### src/rtl/servant_clock_ctrl.sv
// Clock controller for a PLL-fed subsystem: lock-qualified downstream reset plus two
// independent request-driven clock-gating channels with a stop handshake.
module servant_clock_ctrl #(
  parameter int unsigned RST_HOLD    = 16,
  parameter int unsigned IDLE_CYCLES = 256,
  parameter int unsigned WAKE_CYCLES = 4
) (
  input  logic i_clk,
  input  logic i_rst,
  input  logic i_locked,
  input  logic i_req0,
  input  logic i_req1,
  input  logic i_stop_ack0,
  input  logic i_stop_ack1,
  output logic o_clk0_en,
  output logic o_clk1_en,
  output logic o_ack0,
  output logic o_ack1,
  output logic o_stop_req0,
  output logic o_stop_req1,
  output logic o_rst,
  output logic o_ready
);

  typedef enum logic [1:0] {StOff, StWake, StOn, StDrain} ch_state_e;

  localparam logic [7:0]  HoldMax  = 8'(RST_HOLD);
  localparam logic [15:0] IdleLast = 16'(IDLE_CYCLES - 1);
  localparam logic [3:0]  WakeLoad = 4'(WAKE_CYCLES - 1);

  logic       sync_q, lk_q;
  logic [7:0] hold_q, hold_d;
  logic       rst_q, rst_d, ready_q;

  logic [1:0]  req, stop_ack;
  ch_state_e   state_q  [2];
  ch_state_e   state_d  [2];
  logic [3:0]  settle_q [2];
  logic [3:0]  settle_d [2];
  logic [15:0] idle_q   [2];
  logic [15:0] idle_d   [2];
  logic [1:0]  en_q, ack_q, stop_req_q;

  assign req      = {i_req1, i_req0};
  assign stop_ack = {i_stop_ack1, i_stop_ack0};

  always_comb begin
    hold_d = '0;
    if (lk_q) begin
      hold_d = (hold_q == HoldMax) ? hold_q : hold_q + 8'd1;
    end
    rst_d = !(lk_q && (hold_q == HoldMax));
  end

  always_ff @(posedge i_clk or negedge i_rst) begin
    if (!i_rst) begin
      sync_q  <= 1'b0;
      lk_q    <= 1'b0;
      hold_q  <= '0;
      rst_q   <= 1'b1;
      ready_q <= 1'b0;
    end else begin
      sync_q  <= i_locked;
      lk_q    <= sync_q;
      hold_q  <= hold_d;
      rst_q   <= rst_d;
      ready_q <= !rst_d;
    end
  end

  always_comb begin
    for (int c = 0; c < 2; c++) begin
      state_d[c]  = state_q[c];
      settle_d[c] = settle_q[c];
      idle_d[c]   = idle_q[c];
      unique case (state_q[c])
        StOff: begin
          if (req[c] && ready_q) begin
            state_d[c]  = StWake;
            settle_d[c] = WakeLoad;
          end
        end
        StWake: begin
          if (settle_q[c] == 4'd0) begin
            state_d[c] = StOn;
            idle_d[c]  = '0;
          end else begin
            settle_d[c] = settle_q[c] - 4'd1;
          end
        end
        StOn: begin
          if (req[c]) begin
            idle_d[c] = '0;
          end else begin
            if (idle_q[c] != 16'hffff) idle_d[c] = idle_q[c] + 16'd1;
            if (idle_q[c] == IdleLast) state_d[c] = StDrain;
          end
        end
        StDrain: begin
          // A fresh request outranks a concurrent stop acknowledge.
          if (req[c]) begin
            state_d[c] = StOn;
            idle_d[c]  = '0;
          end else if (stop_ack[c]) begin
            state_d[c] = StOff;
          end
        end
      endcase
      // Loss of lock kills both clocks immediately, handshake or not.
      if (!lk_q) begin
        state_d[c]  = StOff;
        settle_d[c] = '0;
        idle_d[c]   = '0;
      end
    end
  end

  always_ff @(posedge i_clk or negedge i_rst) begin
    if (!i_rst) begin
      for (int c = 0; c < 2; c++) begin
        state_q[c]  <= StOff;
        settle_q[c] <= '0;
        idle_q[c]   <= '0;
      end
      en_q       <= '0;
      ack_q      <= '0;
      stop_req_q <= '0;
    end else begin
      for (int c = 0; c < 2; c++) begin
        state_q[c]    <= state_d[c];
        settle_q[c]   <= settle_d[c];
        idle_q[c]     <= idle_d[c];
        en_q[c]       <= (state_d[c] != StOff);
        ack_q[c]      <= (state_d[c] == StOn);
        stop_req_q[c] <= (state_d[c] == StDrain);
      end
    end
  end

  assign o_clk0_en   = en_q[0];
  assign o_clk1_en   = en_q[1];
  assign o_ack0      = ack_q[0];
  assign o_ack1      = ack_q[1];
  assign o_stop_req0 = stop_req_q[0];
  assign o_stop_req1 = stop_req_q[1];
  assign o_rst       = rst_q;
  assign o_ready     = ready_q;

endmodule

### config.mk
export PLATFORM = sky130hd
export DESIGN_NAME = servant_clock_ctrl
export DESIGN_NICKNAME = d
export VERILOG_FILES = /design/src/rtl/servant_clock_ctrl.sv
export SDC_FILE = /design/constraint.sdc
export NUM_CORES = 1
export LEC_CHECK = 0
export ABC_AREA = 1
export ABC_CLOCK_PERIOD_IN_PS = 2000
export BUFFER_PORTS_ARGS = -buffer_cell sky130_fd_sc_hd__buf_2
export CAP_MARGIN = 40
export CORE_ASPECT_RATIO = 0.5
export CORE_MARGIN = 5
export CORE_UTILIZATION = 55
export CTS_CLUSTER_DIAMETER = 30
export DETAILED_ROUTE_END_ITERATION = 10
export GPL_TIMING_DRIVEN = 0
export PLACE_DENSITY = 0.68
export SKIP_CTS_REPAIR_TIMING = 1
export SYNTH_ARGS = -nofsm -noshare
export SYNTH_HDL_FRONTEND = slang
export SYNTH_SLANG_ARGS = --single-unit
### constraint.sdc
create_clock -name i_clk -period 2 [get_ports i_clk]
set_input_delay 0.1 -clock i_clk [delete_from_list [all_inputs] [get_ports i_clk]]
set_output_delay 0.1 -clock i_clk [all_outputs]
set_load 0.01 [all_outputs]
==> results.json, run 1 <==
{
  "outcome": "complete, no violations",
  "overflow": 0,
  "min_path_type": "input port to flop",
  "clock-skew-final_ns": 0.00601,
  "cap_violations": 0,
  "clockBufferDepth": 2,
  "diodes": 0,
  "avgRoutedWirePerCell_um": 13.1,
  "cellPowerDensity_mw_per_mm2": 678,
  "holdPathStages": 4,
  "required_ns": 2.22,
  "hp-start": "i_req1",
  "peakVddDrop_mv": 0.398,
  "area_delta_synth_final_pct": 14.1,
  "nets": 583,
  "cts.sinks": 62,
  "min_to": "idle_q[1]$_DFFE_PN0P_",
  "worst_slew_pin_slew_ns": 0.716,
  "finalMaxSlewViolations": 0,
  "fin_crit_sh_pct": 92.4,
  "crit_chain": "ha_1, nand3_2, inv_2, nand2_2, nor2_4, nand2_1, nand2_1, nand2_2, buf_6, a21oi_1, nor2_1",
  "setup_slack_ns": 0.152,
  "fp-row-count": 21,
  "ys_types": 34,
  "p_leak_uw": 0.00213,
  "rrSetupSlack_ns": 0.15,
  "routed-via-count": 3418,
  "crit_buf_inv": 2,
  "clk_latency_ns": 0.33,
  "grt_setup_unrepaired": "no",
  "place_congestion": 0.902,
  "cp-start-kind": "flop",
  "r2r-end": "idle_q[23]$_DFFE_PN0P_",
  "core_mm2": 0.00678,
  "synth_compound_area_share_pct": 8.25,
  "die_width_um": 129,
  "final_cell_mix": "nand2_1 (136), inv_1 (67), dfrtp_1 (60)",
  "grt_pass1_vias": 3272,
  "worst-path-max-fanout": 10,
  "final.setup.tns_ns": 0,
  "htree_levels": 3,
  "timing.fmax_ghz": 0.541,
  "cpPeakStageDelay_ns": 0.43,
  "yosys_register_bits": 62,
  "cts.clk_slew.worst_paths_ns": 0.05,
  "dieArea_mm2": 0.00894,
  "tritoncts": "built",
  "cp-startpoint": "idle_q[16]$_DFFE_PN0P_",
  "finalWirelength_mm": 8.63,
  "synth_fp_nets": 555,
  "synth_area_mm2": 0.00388,
  "grt_max_degree": 34,
  "synth_top_family_by_area": "simple AND/OR/NAND/NOR gates",
  "hold_violations": 0,
  "clock-root-buffer": "clkbuf_16",
  "yosysWarnings": 0,
  "ant_nets": 0,
  "max-slew-margin-rel_pct": 52.3,
  "dpl.hpwl_mm": 6.18,
  "grt_pass1_wl_mm": 14.9,
  "dr.pass1.iters": 5,
  "end_kind": "flop",
  "io_buffers": 14,
  "slowest_stage": "dfrtp_2",
  "crit_family": "simple AND/OR/NAND/NOR gates",
  "via_per_inst": 5.17,
  "synth-simple-area-share_pct": 36.7,
  "syn_inst": 536,
  "timing.rr.start": "idle_q[16]$_DFFE_PN0P_",
  "setup_viol": 0,
  "synth_mux_area_share_pct": 0,
  "synthXorXnorAreaFrac_pct": 2.03,
  "initial_core_util_pct": 57.3,
  "seq_area_frac_synth_pct": 40.0,
  "final_common_cell": "nand2_1",
  "drt_iter0_drc": 195,
  "pin_count": 15,
  "numCtsBuffers": 9,
  "reg2reg_depth": 11,
  "drc": 0,
  "syn_area_per_cell_um2": 7.24,
  "synth-adder-area-share_pct": 3.87,
  "final_layout_size_suffix_gt1_share_pct": 14.2,
  "worstPathArrival_ns": 2.07,
  "pre_cts_slack_ns": 0.0425,
  "track_usage_pct": 20.7,
  "die_h_um": 69.4,
  "antenna_found_initial": 0,
  "period_needed_ns": 1.85,
  "crit_type": "flop to flop"
}
[synthesized netlist by cell type]
| cell | count | area share (%) |
|---|---|---|
| a21o_1 | 1 | 0.19 |
| a21oi_1 | 13 | 1.7 |
| a22oi_1 | 2 | 0.39 |
| a31oi_1 | 1 | 0.16 |
| buf_1 | 1 | 0.097 |
| buf_2 | 2 | 0.26 |
| buf_4 | 1 | 0.19 |
| buf_6 | 4 | 1.2 |
| clkbuf_1 | 4 | 0.39 |
| dfrtp_1 | 61 | 39 |
| dfstp_2 | 1 | 0.68 |
| ha_1 | 12 | 3.9 |
| inv_1 | 67 | 6.5 |
| inv_2 | 6 | 0.58 |
| nand2_1 | 136 | 13 |
| nand2_2 | 12 | 1.9 |
| nand3_1 | 59 | 7.6 |
| nand3_2 | 3 | 0.77 |
| nand3b_1 | 3 | 0.58 |
| nand4_1 | 12 | 1.9 |
| nor2_1 | 53 | 5.1 |
| nor2_2 | 3 | 0.48 |
| nor2_4 | 4 | 1.2 |
| nor3_1 | 22 | 2.8 |
| nor4_1 | 4 | 0.64 |
| o211ai_1 | 2 | 0.39 |
| o21ai_0 | 18 | 2.3 |
| o21ai_1 | 6 | 0.77 |
| o21ai_2 | 7 | 1.6 |
| o21bai_1 | 1 | 0.19 |
| o22ai_1 | 2 | 0.32 |
| o31a_2 | 1 | 0.26 |
| or2_2 | 3 | 0.48 |
| xor2_1 | 9 | 2.0 |
[cell type report]
| type | count | area [um^2] |
|---|---|---|
| Tap cell | 92 | 115 |
| Multi-Input combinational cell | 389 | 1990 |
| Buffer | 12 | 81.3 |
| Sequential cell | 62 | 1550 |
| Clock inverter | 6 | 71.3 |
| Clock buffer | 10 | 239 |
| Timing Repair Buffer | 17 | 110 |
| Fill cell | 609 | 2350 |
| Inverter | 73 | 274 |
[worst max path at each step]
| stage | to | slack, ns | cells after the start |
|---|---|---|---|
| 6_report | idle_q[23]$_DFFE_PN0P_ | 0.15 | 11 |
| 5_1_grt | idle_q[12]$_DFFE_PN0P_ | 0.002 | 8 |
| 4_1_cts | idle_q[23]$_DFFE_PN0P_ | 0.03 | 11 |
| 3_5_place_dp | idle_q[23]$_DFFE_PN0P_ | 0.04 | 11 |
| 3_3_place_gp | idle_q[23]$_DFFE_PN0P_ | 0.03 | 11 |
| 2_1_floorplan | idle_q[8]$_DFFE_PN0P_ | 0.32 | 8 |
[routing by layer]
layer	track usage, %	wire length, um	up-vias
met5	0	0	-
met4	7.92	121	0
met3	5.85	320	13
met2	32.1	3920	48
met1	27.5	4270	1555
li1	-	-	1802
[metrics by stage]
stage / instance area, um^2 / cells / hold WS, ns / total power (uW) / utilization (%)
after floorplan: 3880 / 536 / -0.196 / 1380 / -
after global placement: 4070 / 642 / 0.207 / 1440 / 60.0
after detailed placement: 4090 / 643 / 0.193 / 1450 / 60.3
after CTS: 4400 / 659 / -0.163 / 3040 / 64.9
after global routing: 4430 / 661 / 0.185 / 3120 / 65.4
final: 4430 / 661 / 0.189 / 3010 / 65.4
[flip-flops by register name (all words and copies together) (netlist names), 2 cells and up]
register	flops
ack_q	2
idle_q	32
hold_q	8
state_q	4
en_q	2
settle_q	8
stop_req_q	2
[logic make-up after synthesis]
group                    Yosys count
buffers and inverters             85
AND/OR/NAND/NOR                  314
flip-flops                        62
AO/OA/AOI/OAI                     54
XOR/XNOR                           9
adder cells (fa/ha/maj)           12
[worst register-to-register path: stages (launching register included)]
cell and delay, ns:
dfrtp_2 0.43, ha_1 0.27, nand3_2 0.16, inv_2 0.09, nand2_2 0.08, nor2_4 0.10
nand2_1 0.06, nand2_1 0.10, nand2_2 0.10, buf_6 0.16, a21oi_1 0.13, nor2_1 0.05
[power breakdown]
part / internal [uW] / total, uW / leakage, uW / switching [uW]
sequential: 1270 / 1270 / 0.000851 / 5.80
combinational: 44.5 / 152 / 0.00114 / 107
clock: 1000 / 1580 / 0.000145 / 580
No activity file was read; power rests on OpenSTA's default activity.
==> inputs of run 2 (changes only) <==
Settings changed: SETUP_SLACK_MARGIN from default to 0.4.
==> run 2 against run 1 <==
Compared with the run above:
- sequential share of layout area is 3.7 points lower
- sequential power hardly changed
- highest routed layer unchanged
- first-iteration DRC count is 91% higher
- power is 10% higher
- utilization is 8.1 points higher
- cell count is 3.6% higher
- cell area is 12% higher
- via count is 9.1% higher
- die area stayed put
- setup slack better by 0.17 ns
- hold slack worse by 0.0095 ns
- critical path depth is 1 higher
==> results.json, run 2 (synthesized netlist as in run 1, its figures left out) <==
{
  "outcome": "complete, no violations",
  "clock-skew-final_ns": 0.0121,
  "clk_latency_ns": 0.33,
  "worst-path-max-fanout": 5,
  "holdPathStages": 4,
  "io_buffers": 14,
  "grt_setup_unrepaired": "yes",
  "peakVddDrop_mv": 0.378,
  "numCtsBuffers": 9,
  "avgRoutedWirePerCell_um": 14.5,
  "setup_slack_ns": 0.319,
  "worst_slew_pin_slew_ns": 0.665,
  "multi_input_area_mm2": 0.00226,
  "grt_pass1_wl_mm": 15.7,
  "grt_max_degree": 38,
  "hold_violations": 0,
  "nets": 607,
  "worstPathArrival_ns": 1.93,
  "ant_nets": 0,
  "cts.clk_slew.worst_paths_ns": 0.06,
  "reg2reg_depth": 12,
  "fin_crit_sh_pct": 84.1,
  "cap_violations": 0,
  "cp-start-kind": "flop",
  "area.sequential_mm2": 0.00156,
  "final_cell_mix": "nand2_1 (113), inv_1 (61), dfrtp_1 (55)",
  "crit_type": "flop to flop",
  "finalMaxSlewViolations": 0,
  "diodes": 0,
  "post-route-util_pct": 73.5,
  "p_leak_uw": 0.00237,
  "drc": 0,
  "tritoncts": "built",
  "end_kind": "flop",
  "swShare_pct": 21.0,
  "area_delta_synth_final_pct": 28.3,
  "dr.pass1.iters": 5,
  "clockBufferDepth": 2,
  "largest_reg_flops": 32,
  "crit_chain": "ha_4, nand3_4, inv_4, nand2_4, nor2_4, nand2_2, nand2_2, nand2_4, inv_4, buf_8, nand2_1, o21ai_0",
  "p_int_uw": 2610,
  "dieArea_mm2": 0.00894,
  "regMostFlops": "idle_q",
  "finalWirelength_mm": 9.93,
  "clock-root-buffer": "clkbuf_16",
  "antenna_found_initial": 0,
  "fillers": 544,
  "period_needed_ns": 1.68,
  "via_per_inst": 5.44,
  "die_width_um": 129,
  "p_comb_share_pct": 5.7,
  "core_mm2": 0.00678,
  "track_usage_pct": 21.7,
  "htree_levels": 3,
  "place_congestion": 0.852,
  "min_path_type": "input port to flop",
  "switching_power_uw": 693,
  "pre_cts_slack_ns": 0.155,
  "grt_pass1_vias": 3422,
  "p_clk_share_pct": 55.9,
  "cellPowerDensity_mw_per_mm2": 664,
  "fp-row-count": 21,
  "setup_viol": 0,
  "overflow": 0,
  "cpPeakStageDelay_ns": 0.38,
  "routed-via-count": 3728,
  "final_layout_size_suffix_gt1_share_pct": 27.5,
  "initial_core_util_pct": 57.3,
  "final.setup.tns_ns": 0,
  "final_common_cell": "nand2_1",
  "reg_top3": "idle_q x32, hold_q x8, settle_q x8",
  "drt_iter0_drc": 373,
  "required_ns": 2.24,
  "pin_count": 15,
  "cts.sinks": 62,
  "timing.fmax_ghz": 0.595,
  "slowest_stage": "dfrtp_1",
  "seq_power_share_pct": 38.5,
  "max-slew-margin-rel_pct": 55.7,
  "die_h_um": 69.4,
  "dpl.hpwl_mm": 6.30
}
[run 2: worst max-delay path: cells and delay by family, from the launching register on]
kind            cells  cell delay (ns)
compound gates      1             0.07
fa+ha+maj           1             0.17
buf+inv             3             0.32
flops               1             0.38
simple gates        7             0.63
[run 2: through the flow]
stage               instance area [um^2]  total power [uW]  cells  hold WS [ns]
floorplan                           3900              1380    536        -0.196
global placement                    4090              1440    642         0.208
detailed placement                  4110              1450    643         0.159
CTS                                 4460              3290    659        -0.191
global route                        4980              3400    685         0.203
finish                              4980              3310    685         0.180
[run 2: worst paths after layout]
check	from	end	slack, ns
max in group asynchronous	i_rst	o_rst$_DFF_PN1_	0.96
worst max register to register	idle_q[17]$_DFFE_PN0P_	idle_q[22]$_DFFE_PN0P_	0.32
min in group asynchronous	i_rst	idle_q[10]$_DFFE_PN0P_	0.35
worst min register to register	sync_q$_DFF_PN0_	lk_q$_DFF_PN0_	0.36
worst max-delay path	idle_q[17]$_DFFE_PN0P_	idle_q[22]$_DFFE_PN0P_	0.32
worst min-delay path	i_req1	idle_q[0]$_DFFE_PN0P_	0.18
[run 2: layer usage]
layer,GRT usage [%],part of all wire [%],up-vias
met3,4.77,4.6,19
met2,34.5,49,106
met5,0,0,-
li1,-,-,1844
met1,29.1,45,1759
met4,7.80,1.6,0
[run 2: power groups by stage]
stage / Combinational (uW) / Clock [uW] / Sequential (uW)
after floorplan: 86.3 / 0 / 1290
after global placement: 147 / 0 / 1290
after detailed placement: 153 / 0 / 1290
after CTS: 154 / 1860 / 1270
after global routing: 208 / 1920 / 1270
final: 187 / 1850 / 1270
[run 2: cell type report]
type / instances / area share, %
Clock inverter: 3 / 1.81
Inverter: 73 / 5.65
Multi-Input combinational cell: 389 / 45.4
Timing Repair Buffer: 41 / 6.48
Clock buffer: 13 / 5.22
Buffer: 12 / 1.83
Sequential cell: 62 / 31.3
Tap cell: 92 / 2.31
==> inputs of run 3 (changes only) <==
Settings changed: ABC_CLOCK_PERIOD_IN_PS 2000 to 1600.
Clock period 2 ns to 1.6 ns, I/O delays scaled along.
==> run 3 against run 2 <==
Compared with the run above:
- the run now ends with hold timing, setup timing left
- die area is the same
- critical path depth is the same
- wire length grew 5.0%
- critical path type unchanged
==> results.json, run 3 (synthesized netlist as in run 1, its figures left out) <==
{
  "outcome": "finished, violations left",
  "violations": "hold timing, setup timing",
  "hold_violations": 33,
  "die_width_um": 129,
  "grt_setup_unrepaired": "yes",
  "postLayoutCellArea_mm2": 0.00518,
  "peakVddDrop_mv": 0.517,
  "drc": 0,
  "crit_type": "flop to flop",
  "dpl.hpwl_mm": 6.50,
  "grt_pass1_vias": 3379,
  "initial_core_util_pct": 57.3,
  "final_cell_mix": "nand2_1 (112), dfrtp_1 (53), inv_1 (50)",
  "grt_pass1_wl_mm": 15.6,
  "setup_viol": 30,
  "cap_violations": 0,
  "setup_slack_ns": -0.126,
  "tritoncts": "built",
  "diodes": 0,
  "fp-row-count": 21,
  "crit_family": "simple AND/OR/NAND/NOR gates",
  "period_needed_ns": 1.73,
  "pin_count": 15,
  "worst-path-max-fanout": 5,
  "crit_buf_inv": 3,
  "clk_latency_ns": 0.33,
  "via_per_inst": 5.45,
  "max-slew-margin-rel_pct": 44.8,
  "final_common_cell": "nand2_1",
  "crit_chain": "inv_2, ha_4, nand3_4, nand2_2, nand2_4, nor2_4, nand2_2, nand2_4, inv_4, buf_6, nand2_1, o21ai_1",
  "finalMaxSlewViolations": 0,
  "min_path_type": "input port to async pin",
  "cp-start-kind": "flop",
  "finalWirelength_mm": 10.4,
  "required_ns": 1.80,
  "end_kind": "flop",
  "area_delta_synth_final_pct": 33.5,
  "die_h_um": 69.4,
  "track_usage_pct": 21.7,
  "avgRoutedWirePerCell_um": 15.2,
  "overflow": 0,
  "dieArea_mm2": 0.00894,
  "worst_slew_pin_slew_ns": 0.828,
  "p_leak_uw": 0.00237,
  "io_buffers": 14,
  "ant_nets": 0,
  "regMostFlops": "idle_q",
  "finalNonFillerCells": 687,
  "nets": 609,
  "timing.fmax_ghz": 0.579,
  "p_total_uw": 3660,
  "grt_max_degree": 36,
  "cts.sinks": 62,
  "clockBufferDepth": 2,
  "clock-skew-final_ns": 0.00736,
  "post-route-util_pct": 76.5,
  "place_congestion": 0.884,
  "fin_crit_sh_pct": 108,
  "fin_hold_ws_ns": -0.148,
  "clock-root-buffer": "clkbuf_16",
  "postPlaceCellArea_mm2": 0.00427,
  "dr.pass1.iters": 5,
  "placedCellCount": 643,
  "slowest_stage": "dfrtp_1",
  "drt_iter0_drc": 291,
  "final_layout_size_suffix_gt1_share_pct": 36.1,
  "largest_reg_flops": 32,
  "numCtsBuffers": 9,
  "reg_top3": "idle_q x32, hold_q x8, settle_q x8",
  "worstPathArrival_ns": 1.93,
  "cts.clk_slew.worst_paths_ns": 0.06,
  "antenna_found_initial": 0,
  "routed-via-count": 3741,
  "core_mm2": 0.00678,
  "cpPeakStageDelay_ns": 0.39,
  "htree_levels": 3,
  "cellPowerDensity_mw_per_mm2": 706
}
run 3: worst reg2reg max path, stage by stage (launching register included):
cell and delay (ns):
dfrtp_1 0.39, inv_2 0.11, ha_4 0.16, nand3_4 0.08, nand2_2 0.10, nand2_4 0.10, nor2_4 0.12, nand2_2 0.08
nand2_4 0.12, inv_4 0.06, buf_6 0.14, nand2_1 0.06, o21ai_1 0.07
run 3: per-stage QoR:
step                setup TNS, ns  setup slack (ns)
floorplan                       0             0.105
global placement            -2.49            -0.145
detailed placement          -2.76            -0.188
CTS                         -3.22            -0.194
global route                -4.14            -0.202
finish                      -1.34            -0.126
run 3: area by class of cell:
class,count,area (um^2)
buffer,12,113
multi-input combinational,389,2480
clock buffer,15,268
sequential,62,1560
inverter,73,287
fill,478,1600
tap,92,115
clock inverter,1,5.00
timing repair buffer,43,350
run 3: power breakdown:
group	switching, uW	internal [uW]	total, uW
Combinational	176	99.0	275
Sequential	12.6	1580	1600
Clock	657	1130	1790
Total	845	2810	3660
run 3: layer usage:
metal | global-route usage, % | part of all wire [%] | up-vias
li1 | - | - | 1842
met1 | 28.3 | 44 | 1796
met2 | 36.5 | 50 | 83
met3 | 5.15 | 4.0 | 20
met4 | 4.77 | 1.7 | 0
met5 | 0 | 0 | -
run 3: worst paths after layout:
| kind | startpoint | to | slack, ns | depth (start not counted) |
|---|---|---|---|---|
| setup / recovery | settle_q[4]$_DFFE_PN0P_ | idle_q[16]$_DFFE_PN0P_ | -0.13 | 12 |
| hold / removal | i_rst | idle_q[13]$_DFFE_PN0P_ | -0.15 | 1 |
| setup reg to reg | settle_q[4]$_DFFE_PN0P_ | idle_q[16]$_DFFE_PN0P_ | -0.13 | 12 |
| hold reg to reg | sync_q$_DFF_PN0_ | lk_q$_DFF_PN0_ | 0.37 | 0 |
| max in group asynchronous | i_rst | idle_q[16]$_DFFE_PN0P_ | 1.08 | 2 |
| min in group i_clk | i_req1 | idle_q[1]$_DFFE_PN0P_ | 0.19 | 4 |
